$ cat config.mk
export PLATFORM = sky130hd
export DESIGN_NAME = ram_port_master
export DESIGN_NICKNAME = d
export VERILOG_FILES = /design/src/rtl/ram_port_master.sv
export SDC_FILE = /design/constraint.sdc
export NUM_CORES = 1
export LEC_CHECK = 0
export ABC_CLOCK_PERIOD_IN_PS = 5100
export CORE_MARGIN = 4
export CORE_UTILIZATION = 50
export DETAILED_ROUTE_END_ITERATION = 8
export GPL_TIMING_DRIVEN = 0
export PLACE_DENSITY = 0.95
export SETUP_SLACK_MARGIN = 0.5
export SKIP_LAST_GASP = 1
export SLEW_MARGIN = 40
export SYNTH_ARGS = -nofsm -noshare
export SYNTH_HDL_FRONTEND = slang
export SYNTH_SLANG_ARGS = --single-unit
$ cat constraint.sdc
create_clock -name clk -period 5.1 [get_ports clk]
set_clock_uncertainty 0.1 [all_clocks]
set_input_delay 1.275 -clock clk [delete_from_list [all_inputs] [get_ports clk]]
set_output_delay 1.275 -clock clk [all_outputs]
set_load 0.02 [all_outputs]
$ cat src/rtl/ram_port_master.sv
// Single-clock initiator for a dual-port asynchronous RAM. Each accepted request
// becomes a registered setup/strobe/hold sequence; reads return a one-cycle response.
module ram_port_master #(
  parameter int DATA_W  = 8,
  parameter int ADDR_W  = 8,
  parameter int RD_WAIT = 1
) (
  input  logic              clk,
  input  logic              rst,
  input  logic              req_valid,
  output logic              req_ready,
  input  logic              req_we,
  input  logic [ADDR_W-1:0] req_addr,
  input  logic [DATA_W-1:0] req_wdata,
  output logic              rsp_valid,
  output logic [DATA_W-1:0] rsp_data,
  output logic [ADDR_W-1:0] ram_add,
  output logic [DATA_W-1:0] data_in,
  output logic              wr_en,
  output logic              rd_en,
  output logic              clk_wr,
  output logic              clk_rd,
  input  logic [DATA_W-1:0] ram_data_out,
  output logic              busy,
  output logic [15:0]       wr_cnt,
  output logic [15:0]       rd_cnt
);

  typedef enum logic [2:0] {S_IDLE, S_SETUP, S_STROBE, S_HOLD, S_WAIT} state_t;

  // The wait counter counts down to zero, so it is loaded with one less than the wait.
  localparam logic [3:0] WAIT_LOAD = (RD_WAIT > 0) ? 4'(RD_WAIT - 1) : 4'd0;

  state_t     state_q;
  state_t     state_d;
  logic       op_we;
  logic [3:0] wait_cnt;

  logic accept;
  logic strobe_on;
  logic strobe_off;
  logic wr_done;
  logic sample;
  logic wait_load;
  logic wait_dec;

  function automatic logic [15:0] cnt_inc(input logic [15:0] v);
    return v + 16'd1;
  endfunction

  assign req_ready = (state_q == S_IDLE) && rst;
  assign busy      = (state_q != S_IDLE);

  always_ff @(posedge clk or negedge rst) begin
    if (!rst) state_q <= S_IDLE;
    else      state_q <= state_d;
  end

  always_comb begin
    state_d    = state_q;
    accept     = 1'b0;
    strobe_on  = 1'b0;
    strobe_off = 1'b0;
    wr_done    = 1'b0;
    sample     = 1'b0;
    wait_load  = 1'b0;
    wait_dec   = 1'b0;
    case (state_q)
      S_IDLE: begin
        if (req_valid && req_ready) begin
          accept  = 1'b1;
          state_d = S_SETUP;
        end
      end
      S_SETUP: begin
        strobe_on = 1'b1;
        state_d   = S_STROBE;
      end
      S_STROBE: begin
        strobe_off = 1'b1;
        state_d    = S_HOLD;
      end
      S_HOLD: begin
        if (op_we) begin
          wr_done = 1'b1;
          state_d = S_IDLE;
        end else if (RD_WAIT == 0) begin
          sample  = 1'b1;
          state_d = S_IDLE;
        end else begin
          wait_load = 1'b1;
          state_d   = S_WAIT;
        end
      end
      S_WAIT: begin
        if (wait_cnt == 4'd0) begin
          sample  = 1'b1;
          state_d = S_IDLE;
        end else begin
          wait_dec = 1'b1;
        end
      end
      default: state_d = S_IDLE;
    endcase
  end

  // Pin and response registers: every RAM-facing signal comes straight from a flop.
  always_ff @(posedge clk or negedge rst) begin
    if (!rst) begin
      op_we     <= 1'b0;
      wait_cnt  <= 4'd0;
      ram_add   <= '0;
      data_in   <= '0;
      wr_en     <= 1'b0;
      rd_en     <= 1'b0;
      clk_wr    <= 1'b0;
      clk_rd    <= 1'b0;
      rsp_valid <= 1'b0;
      rsp_data  <= '0;
      wr_cnt    <= 16'd0;
      rd_cnt    <= 16'd0;
    end else begin
      rsp_valid <= 1'b0;
      if (accept) begin
        op_we   <= req_we;
        ram_add <= req_addr;
        if (req_we) data_in <= req_wdata;
        wr_en   <= req_we;
        rd_en   <= !req_we;
      end
      if (strobe_on) begin
        clk_wr <= op_we;
        clk_rd <= !op_we;
      end
      if (strobe_off) begin
        clk_wr <= 1'b0;
        clk_rd <= 1'b0;
      end
      if (wr_done) begin
        wr_en  <= 1'b0;
        wr_cnt <= cnt_inc(wr_cnt);
      end
      if (wait_load)     wait_cnt <= WAIT_LOAD;
      else if (wait_dec) wait_cnt <= wait_cnt - 4'd1;
      if (sample) begin
        rsp_data  <= ram_data_out;
        rsp_valid <= 1'b1;
        rd_en     <= 1'b0;
        rd_cnt    <= cnt_inc(rd_cnt);
      end
    end
  end

endmodule

==> results.ini, run 1 <==
[grt]
grtUsageTotal_pct=19.61
antenna_found_initial=0
grt_max_degree=54
grt_overflow_total=0
grt_pass1_vias=2474
grt_pass1_wl_mm=11.56

[critical_path]
crit_start=rst
arrival_ps=2530
end_kind=primary output
path_class=in2out
r2r_cells=8
critPathRequiredTime_ps=3720
r2r-start=wait_cnt[0]$_DFFE_PN0P_
crit_path_start_kind=input port
path_max_fanout=53

[detailed_routing]
num_vias=2301
via_per_inst=5.057
drt_first_pass_iters=4
wirelength_mm=6.648
drtAntennaViolNets=0
route.detailed.drc=0
drt-initial-drc-count=186
wl_per_cell_um=14.61

[timing]
fin_crit_ps=3908
relSlewSlack_pct=63.89
finalHoldViolCount=0
maxSlewViolCount=0
post-route-period-util_pct=76.62
fmax_mhz=255.9
setup-violations-final=0
rsz0062_at_grt=false
holdWs_ps=376.7
max_slew.worst_pin.slew_ps=537.4

[clocking]
cts_buffers=9
htree_num_levels=3
cts_hold_buffers=0
clk_latency_ps=330
clkTransAtPathRegs_ps=60
cts_setup_buffers=0
clock_sinks=69
cts_tree=done
cts_buffer_depth=2
cts-resized-gates=0
clock-root-buffer=clkbuf_8

[placement]
dp_hpwl_mm=4.964
detailed_place.area_um2=4013
gp_congestion=0.7721
port_buffers=90

[run]
drv_cap=0

[yosys]
syn_inst=277
synth_seq_area_share_pct=57.69
ys_warn_count=0
syn_avg_cell_area_um2=10.80
synth-edff-count=0
yosys_register_bits=69
syn_area_um2=2993
synth_cell_types=34
synth_nets=308
async_flop_share_pct=100.0
synth_ff_type=dfrtp_1

[die]
die_area_um2=7287
rows=27
fp.dieH_um=85.37
io-pin-count=91
core_um2=5642
initial_core_util_pct=53.05
die_width_um=85.37

[pwr]
p_switching_mw=0.7127
p_seq_share_pct=40.5
p_int_mw=1.266
switching_share_pct=36.03
ir_worst_vdd_v=0.0003618
p_leak_nw=1.953
pwr-share-clk_pct=18.8
combPwrFrac_pct=40.7
p_per_area_nw_per_um2=474.2

[worst_hold_path]
holdCritPathClass=reg2reg
hold_depth=1
min_from=rd_cnt[15]$_DFFE_PN0P_

[finish]
nets=410
syn2layout_area_growth_pct=39.38
antennaDiodeCount=0
drive_gt1_share_pct=9.922
final_cell_area_um2=4172

[status]
outcome=complete, no violations

[power groups by stage]
stage	logic (mW)	clock network (mW)	registers [mW]
2_1_floorplan	0.268	0	0.955
3_3_place_gp	0.787	0	0.798
3_5_place_dp	0.813	0	0.811
4_1_cts	0.817	0.380	0.802
5_1_grt	0.875	0.413	0.821
6_report	0.804	0.372	0.802
[path summary, 6_finish.rpt]
path / endpoint / slack, ps
worst max-delay path: req_ready / 1190
worst min-delay path: rd_cnt[15]$_DFFE_PN0P_ / 380
worst max register to register: rsp_data[7]$_DFFE_PN0P_ / 3110
worst min register to register: rd_cnt[15]$_DFFE_PN0P_ / 380
max in group asynchronous: wait_cnt[2]$_DFFE_PN0P_ / 3710
min in group asynchronous: rd_cnt[10]$_DFFE_PN0P_ / 680
[per-layer routing]
metal | track usage (%) | vias to the layer above | share of wire (%)
li1 | - | 1123 | -
met1 | 23.70 | 1116 | 41
met2 | 33.62 | 54 | 52
met3 | 5.728 | 8 | 6.2
met4 | 6.331 | 0 | 1.1
met5 | 0 | - | 0
[final cells by class]
cell class                      count  area [um2]
Clock buffer                       13       148.9
Multi-Input combinational cell    193        1184
Sequential cell                    69        1727
Tap cell                           72       90.09
Fill cell                         405        1470
Buffer                              8       56.30
Clock inverter                      2       10.01
Inverter                            7       26.28
Timing Repair Buffer               91       929.6
[cell usage after synthesis, types with 2 or more instances]
| master | n | area [um2] |
|---|---|---|
| mux2_2 | 8 | 90.09 |
| buf_6 | 3 | 33.78 |
| ha_1 | 3 | 37.54 |
| nand2_2 | 2 | 12.51 |
| nand4_1 | 7 | 43.79 |
| nand2b_1 | 2 | 12.51 |
| o21ai_0 | 4 | 20.02 |
| inv_1 | 7 | 26.28 |
| nor3_1 | 13 | 65.06 |
| buf_2 | 3 | 15.01 |
| clkbuf_1 | 2 | 7.510 |
| xor2_1 | 16 | 140.1 |
| and3_1 | 3 | 18.77 |
| nand2_1 | 73 | 274.0 |
| dfrtp_1 | 69 | 1727 |
| and4_1 | 3 | 26.28 |
| xnor2_1 | 18 | 157.7 |
| nor4_1 | 3 | 18.77 |
| nor2_1 | 9 | 33.78 |
| a21oi_1 | 4 | 20.02 |
| nand3_1 | 12 | 60.06 |
[state kept, by name, indices dropped and copies added (netlist names), 3 cells and up]
name	cells
wait_cnt	4
ram_add	8
state_q	3
rsp_data	8
rd_cnt	16
wr_cnt	16
data_in	8
[worst max-delay path, cell delays in order]
cell,delay (ps)
buf_6,200
buf_16,280
and2_1,170
clkdlybuf4s50_1,590
[per-stage QoR]
step / setup TNS [ps] / util, % / cells / setup slack, ps / power [mW]
global placement: -2336 / 70.61 / 439 / -1264 / 1.585
detailed placement: 0 / 71.12 / 440 / 1147 / 1.624
floorplan: 0 / - / 277 / 2240 / 1.222
finish: 0 / 73.94 / 455 / 1192 / 1.978
CTS: 0 / 73.94 / 455 / 1145 / 1.999
global route: 0 / 73.94 / 455 / 1077 / 2.108
[layout by cell type (no fill, tap or decap), types with 2 or more instances in the layout]
| cell | instances |
|---|---|
| and3_1 | 3 |
| inv_1 | 7 |
| nand4_1 | 7 |
| ha_1 | 3 |
| buf_2 | 3 |
| mux2_2 | 8 |
| and4_1 | 3 |
| nor3_1 | 13 |
| nand2_1 | 73 |
| buf_6 | 4 |
| a21oi_1 | 4 |
| clkbuf_8 | 10 |
| nand3_1 | 12 |
| clkbuf_1 | 5 |
| nand2b_1 | 2 |
| dfrtp_1 | 69 |
| clkinv_2 | 2 |
| o21ai_0 | 4 |
| xor2_1 | 16 |
| xnor2_1 | 18 |
| nor2_1 | 9 |
| nor4_1 | 3 |
| nand2_2 | 2 |
| clkdlybuf4s50_1 | 89 |
[cell families after synthesis]
family	Yosys count	synth area share (%)
buffers and inverters	15	2.759
AOI/OAI and AO/OA	10	1.840
xor gates and xnor gates	34	9.950
DFF	69	57.69
muxes	8	3.010
and+or+nand+nor	138	23.50
adders and majority gates	3	1.254
Note: power is estimated with default switching activity, not from simulation.
==> run 2, diff against run 1 <==
--- a/config.mk
+++ b/config.mk
@@ -5,12 +5,12 @@
 export SDC_FILE = /design/constraint.sdc
 export NUM_CORES = 1
 export LEC_CHECK = 0
-export ABC_CLOCK_PERIOD_IN_PS = 5100
+export ABC_CLOCK_PERIOD_IN_PS = 3750
 export CORE_MARGIN = 4
-export CORE_UTILIZATION = 50
+export CORE_UTILIZATION = 47
 export DETAILED_ROUTE_END_ITERATION = 8
 export GPL_TIMING_DRIVEN = 0
-export PLACE_DENSITY = 0.95
+export PLACE_DENSITY = 0.9
 export SETUP_SLACK_MARGIN = 0.5
 export SKIP_LAST_GASP = 1
 export SLEW_MARGIN = 40
==> constraint.sdc (replaced) <==
create_clock -name clk -period 3.75 [get_ports clk]
set_clock_uncertainty 0.1 [all_clocks]
set_input_delay 0.9375 -clock clk [delete_from_list [all_inputs] [get_ports clk]]
set_output_delay 0.9375 -clock clk [all_outputs]
set_load 0.02 [all_outputs]
==> results.ini, run 2 (same netlist as run 1, synthesis figures left out) <==
[status]
outcome=complete, no violations

[clocking]
cts_buffers=9  ; unchanged
cts_setup_buffers=0  ; unchanged
clock_sinks=69  ; unchanged
cts_tree=done
clk_latency_ps=330  ; about the same
cts_hold_buffers=0  ; unchanged
clkTransAtPathRegs_ps=80  ; +20 ps
htree_num_levels=3  ; unchanged
clock-root-buffer=clkbuf_8
cts_buffer_depth=2  ; unchanged

[finish]
syn2layout_area_growth_pct=41.35
top_regs=rd_cnt (16), wr_cnt (16)
nets=411  ; +0.24%
seqCellArea_um2=1727  ; unchanged
fillers=446  ; +10%
antennaDiodeCount=0  ; unchanged
layout.cells.non_filler=460  ; +1.1%
final_cell_area_um2=4230  ; +1.4%
layout_commonest_cell=clkdlybuf4s50_1
drive_gt1_share_pct=11.43  ; +1.5 points
layout_common_cells=89 x clkdlybuf4s50_1, 73 x nand2_1, 69 x dfrtp_1
multi_input_area_um2=1189  ; +0.42%

[critical_path]
critPathBufInv=3  ; unchanged
r2r_cells=8  ; unchanged
path_max_fanout=30  ; -43%
end_kind=primary output
cpMaxStageDelayCell=clkdlybuf4s50_1
path_class=in2out
critPathRequiredTime_ps=2710  ; -1010 ps
path_cells=buf_6 -> buf_16 -> and2_1 -> clkdlybuf4s50_1
ff2ff_setup_slack_ps=1810  ; -1300 ps
arrival_ps=2120  ; -410 ps
r2r-start=wait_cnt[0]$_DFFE_PN0P_
reg2reg_to=rsp_data[1]$_DFFE_PN0P_
cpPeakStageDelay_ps=630  ; +40 ps
crit_path_start_kind=input port
crit_family=buffers and inverters

[detailed_routing]
wl_met3_um=499  ; +21%
wirelength_mm=6.564  ; -1.3%
wl_per_cell_um=14.27  ; -2.3%
wl_met1_mm=2.692  ; -1.2%
route.detailed.drc=0  ; unchanged
drt_first_pass_iters=4  ; unchanged
num_vias=2321  ; +0.87%
drtAntennaViolNets=0  ; unchanged
via_per_inst=5.046  ; -0.23%
drt-initial-drc-count=152  ; -18%
dr.max_layer_used=met4
wl_met2_mm=3.337  ; -2.9%

[die]
io-pin-count=91  ; unchanged
initial_core_util_pct=49.38  ; -3.7 points
die_area_um2=7709  ; +5.8%
rows=28  ; +3.7%
core_um2=6061  ; +7.4%
fp.dieH_um=87.80  ; +2.9%
die_width_um=87.80  ; +2.9%

[run]
drv_cap=0  ; unchanged

[grt]
grt_overflow_total=0  ; unchanged
antenna_found_initial=0  ; unchanged
grt_pass1_wl_mm=11.36  ; -1.7%
grt_pass1_vias=2455  ; -0.77%
grt_max_degree=31  ; -43%
grtUsageTotal_pct=18.88  ; -0.73 points

[pwr]
power.total_mw=2.724  ; +38%
ir_worst_vdd_v=0.0004314  ; +19%
p_leak_nw=1.980  ; +1.3%
p_per_area_nw_per_um2=644.0  ; +36%

[placement]
gp_congestion=0.7933  ; +2.7%
placed_cells=443  ; +0.68%
dp_hpwl_mm=4.687  ; -5.6%
port_buffers=90  ; unchanged
detailed_place.area_um2=4016  ; about the same

[timing]
fmax_mhz=316.9
rsz0062_at_grt=false
max_slew.worst_pin.slew_ps=498.7  ; -38.72 ps
maxSlewViolCount=0  ; unchanged
setup-violations-final=0  ; unchanged
finalHoldViolCount=0  ; unchanged
fin_crit_ps=3156
post-route-period-util_pct=84.16
relSlewSlack_pct=66.50  ; +2.6 points

[worst_hold_path]
holdCritPathClass=in2async

run 2: cell types whose count changed in the layout (fill, tap and decap cells not counted):
cell,delta
clkbuf_1,-3
bufbuf_16,+1
clkinvlp_4,+2
nor3_1,-1
clkinv_4,+1
nor3_2,+1
clkinv_2,+1
run 2: routing by layer:
layer	up-vias	global-route usage, %
met4	0	6.137
met5	-	0
met3	4	6.961
met1	1124	23.02
li1	1131	-
met2	62	31.16
run 2: metrics by stage:
| step | setup TNS (ps) | utilization [%] | hold slack [ps] | setup WS, ps |
|---|---|---|---|---|
| 2_1_floorplan | 0 | - | 418.7 | 1565 |
| 3_3_place_gp | -70330 | 65.79 | 355.4 | -1923 |
| 3_5_place_dp | 0 | 66.27 | 361.6 | 441.9 |
| 4_1_cts | 0 | 69.72 | 313.9 | 551.2 |
| 5_1_grt | 0 | 69.80 | 304.9 | 521.5 |
| 6_report | 0 | 69.80 | 317.5 | 594.2 |
run 2: final cells by class:
class,count,share of cell area [%]
clock inverters,6,0.9169
clock buffers,10,3.253
well taps,75,2.218
multi-input cells,193,28.10
flip-flops and latches,69,40.82
inverters,7,0.6211
repair buffers,92,22.74
plain buffers,8,1.331
run 2: how the worst max path moves through the flow:
stage | startpoint | to | slack, ps | depth (start not counted)
after global placement | rst | req_ready | -1920 | 3
after floorplan | rst | req_ready | 1560 | 1
final | rst | req_ready | 590 | 4
after CTS | rst | req_ready | 550 | 4
after global routing | rst | req_ready | 520 | 4
after detailed placement | rst | req_ready | 440 | 4
run 2: timing repair:
| item | 4_1_cts | 5_1_grt |
|---|---|---|
| setup endpoints to repair | 1 | 1 |
| gates resized for setup | 0 | 1 |
| gates cloned | 1 | 0 |
run 2: where the power goes:
| group | internal, mW | switching [mW] |
|---|---|---|
| sequential | 0.941 | 0.145 |
| clock | 0.256 | 0.280 |
| combinational | 0.531 | 0.572 |
| total | 1.73 | 0.997 |
run 2: worst register-to-register path: stages, from the launching register on:
cell     delay [ps]
dfrtp_1         380
inv_1            90
ha_1            200
nor3b_1         360
nand2_2         190
inv_1           180
buf_2           260
nand2_1          80
nand2_1          60
==> run 3, diff against run 2 <==
--- a/config.mk
+++ b/config.mk
@@ -5,12 +5,12 @@
 export SDC_FILE = /design/constraint.sdc
 export NUM_CORES = 1
 export LEC_CHECK = 0
-export ABC_CLOCK_PERIOD_IN_PS = 3750
+export ABC_CLOCK_PERIOD_IN_PS = 2600
 export CORE_MARGIN = 4
-export CORE_UTILIZATION = 47
+export CORE_UTILIZATION = 42
 export DETAILED_ROUTE_END_ITERATION = 8
 export GPL_TIMING_DRIVEN = 0
-export PLACE_DENSITY = 0.9
+export PLACE_DENSITY = 0.86
 export SETUP_SLACK_MARGIN = 0.5
 export SKIP_LAST_GASP = 1
 export SLEW_MARGIN = 40
==> constraint.sdc (replaced) <==
create_clock -name clk -period 2.6 [get_ports clk]
set_clock_uncertainty 0.1 [all_clocks]
set_input_delay 0.65 -clock clk [delete_from_list [all_inputs] [get_ports clk]]
set_output_delay 0.65 -clock clk [all_outputs]
set_load 0.02 [all_outputs]
==> results.ini, run 3 (same netlist as run 1, synthesis figures left out) <==
[status]
outcome=complete, no violations

[timing]
rsz0062_at_grt=true
post-route-period-util_pct=82.96
maxSlewViolCount=0  ; unchanged
fmax_mhz=463.6
fin_crit_ps=2157
finalHoldViolCount=0  ; unchanged
setup_ws_ps=443.1  ; -151.1 ps
relSlewSlack_pct=64.99  ; -1.5 points
max_slew.worst_pin.slew_ps=521.1  ; +22.35 ps
setup-violations-final=0  ; unchanged

[die]
die_area_um2=8541  ; +11%
die_width_um=92.42  ; +5.3%
io-pin-count=91  ; unchanged
initial_core_util_pct=43.57  ; -5.8 points
fp.dieH_um=92.42  ; +5.3%
core_um2=6869  ; +13%
rows=30  ; +7.1%

[finish]
top_regs=rd_cnt (16), wr_cnt (16)
drive_gt1_share_pct=12.47  ; +1.0 points
nets=411  ; unchanged
syn2layout_area_growth_pct=42.22
antennaDiodeCount=0  ; unchanged
layout_common_cells=73 x nand2_1, 69 x dfrtp_1, 45 x clkdlybuf4s50_1
layout_commonest_cell=nand2_1
postLayoutCoreUtil_pct=61.97  ; -7.8 points

[detailed_routing]
wirelength_mm=6.708  ; +2.2%
wl_per_cell_um=13.95  ; -2.3%
drt_first_pass_iters=4  ; unchanged
num_vias=2300  ; -0.90%
drtAntennaViolNets=0  ; unchanged
route.detailed.drc=0  ; unchanged
via_per_inst=4.782  ; -5.2%
drt-initial-drc-count=68  ; -55%

[grt]
grt_pass1_wl_mm=11.47  ; +1.0%
grtUsageTotal_pct=16.75  ; -2.1 points
grt_pass1_vias=2452  ; -0.12%
antenna_found_initial=0  ; unchanged
grt_max_degree=39  ; +26%
grt_overflow_total=0  ; unchanged

[clocking]
cts_tree=done
cts_hold_buffers=0  ; unchanged
htree_num_levels=3  ; unchanged
clock-root-buffer=clkbuf_8
cts_buffer_depth=2  ; unchanged
clk_latency_ps=340  ; about the same
cts_buffers=9  ; unchanged
clock_sinks=69  ; unchanged
clkTransAtPathRegs_ps=80  ; about the same

[critical_path]
arrival_ps=1410  ; -710 ps
crit_family=simple AND/OR/NAND/NOR gates
cpMaxStageDelayCell=dfrtp_1
critPathBufInv=2  ; -1
crit_path_start_kind=register
cpPeakStageDelay_ps=390  ; -240 ps
path_max_fanout=4  ; -87%
path_class=reg2out
ff2ff_setup_slack_ps=670  ; -1140 ps
cpMostUsedCell=buf_6
r2r_cells=8  ; unchanged
worst-path-stages=4  ; unchanged
cp-endpoint=req_ready
critPathRequiredTime_ps=1850  ; -860 ps
end_kind=primary output
crit_start=state_q[0]$_DFFE_PN0P_
path_cells=buf_6 -> nor3_4 -> and2_4 -> buf_6
reg2reg_to=rsp_data[2]$_DFFE_PN0P_
r2r-start=state_q[0]$_DFFE_PN0P_

[pwr]
combPwrFrac_pct=38.8  ; -1.7 points
ir_worst_vdd_v=0.0006501  ; +51%
p_seq_share_pct=38.7  ; -1.2 points
p_leak_nw=2.253  ; +14%
switching_share_pct=36.67  ; +0.081 points
p_switching_mw=1.485  ; +49%
pwr-share-clk_pct=22.5  ; +2.9 points
p_int_mw=2.564  ; +48%
p_per_area_nw_per_um2=951.2  ; +48%

[placement]
dp_slack_ps=89.67  ; -352.2 ps
port_buffers=90  ; unchanged
gp_congestion=0.7923  ; -0.13%
dp_hpwl_mm=4.871  ; +3.9%

[worst_hold_path]
holdCritPathClass=in2async

[run]
drv_cap=0  ; unchanged

run 3: cell count changes in the layout (fill, tap and decap cells not counted), moves of 2 or more:
| cell | before | now |
|---|---|---|
| clkdlybuf4s50_1 | 89 | 45 |
| dlygate4sd2_1 | 0 | 32 |
| dlymetal6s2s_1 | 0 | 10 |
| clkinv_2 | 3 | 0 |
| buf_6 | 4 | 6 |
| inv_6 | 0 | 2 |
run 3: layer usage:
metal / global-route usage (%) / routed length (um)
met5: 0 / 0
met4: 6.559 / 106
met3: 5.280 / 534
met2: 27.37 / 3138
met1: 20.66 / 2928
run 3: how the worst min path moves through the flow:
stage / startpoint / to / depth (start not counted)
finish: rst / rd_cnt[14]$_DFFE_PN0P_ / 1
global route: rst / rd_cnt[14]$_DFFE_PN0P_ / 1
CTS: rst / data_in[2]$_DFFE_PN0P_ / 1
detailed placement: rd_cnt[15]$_DFFE_PN0P_ / rd_cnt[15]$_DFFE_PN0P_ / 1
global placement: ram_add[7]$_DFFE_PN0P_ / ram_add[7]$_DFFE_PN0P_ / 2
floorplan: rst / clk_rd$_DFFE_PN0P_ / 0
run 3: power by group through the flow:
| stage | combinational [mW] | sequential [mW] | clock [mW] |
|---|---|---|---|
| 2_1_floorplan | 0.525 | 1.87 | 0 |
| 3_3_place_gp | 1.54 | 1.56 | 0 |
| 3_5_place_dp | 1.60 | 1.58 | 0 |
| 4_1_cts | 1.57 | 1.57 | 0.932 |
| 5_1_grt | 1.70 | 1.61 | 0.980 |
| 6_report | 1.57 | 1.57 | 0.911 |
run 3: repair_timing:
action                                  4_1_cts  5_1_grt
hold endpoints to repair                      0        0
gates resized for setup                      42       16
pin swaps                                     1        1
buffers inserted                              0        1
endpoints found under the setup margin       34       25
run 3: layout make-up:
class / instances / area [um2]
fillers: 559 / 2613
flip-flops and latches: 69 / 1727
multi-input cells: 193 / 1202
repair buffers: 92 / 917.1
clock buffers: 10 / 137.6
well taps: 96 / 120.1
clock inverters: 6 / 70.07
plain buffers: 8 / 56.30
inverters: 7 / 26.28
run 3: stage by stage:
step           power (mW)  cells  setup TNS [ps]  cell area (um2)  hold slack (ps)
5_1_grt             4.293    481               0             4257            96.58
6_report            4.049    481               0             4257            90.01
2_1_floorplan       2.397    277               0             2993            254.4
4_1_cts             4.071    480               0             4204            94.42
3_5_place_dp        3.181    464               0             4035            361.7
3_3_place_gp        3.105    463         -155000             4014            356.6
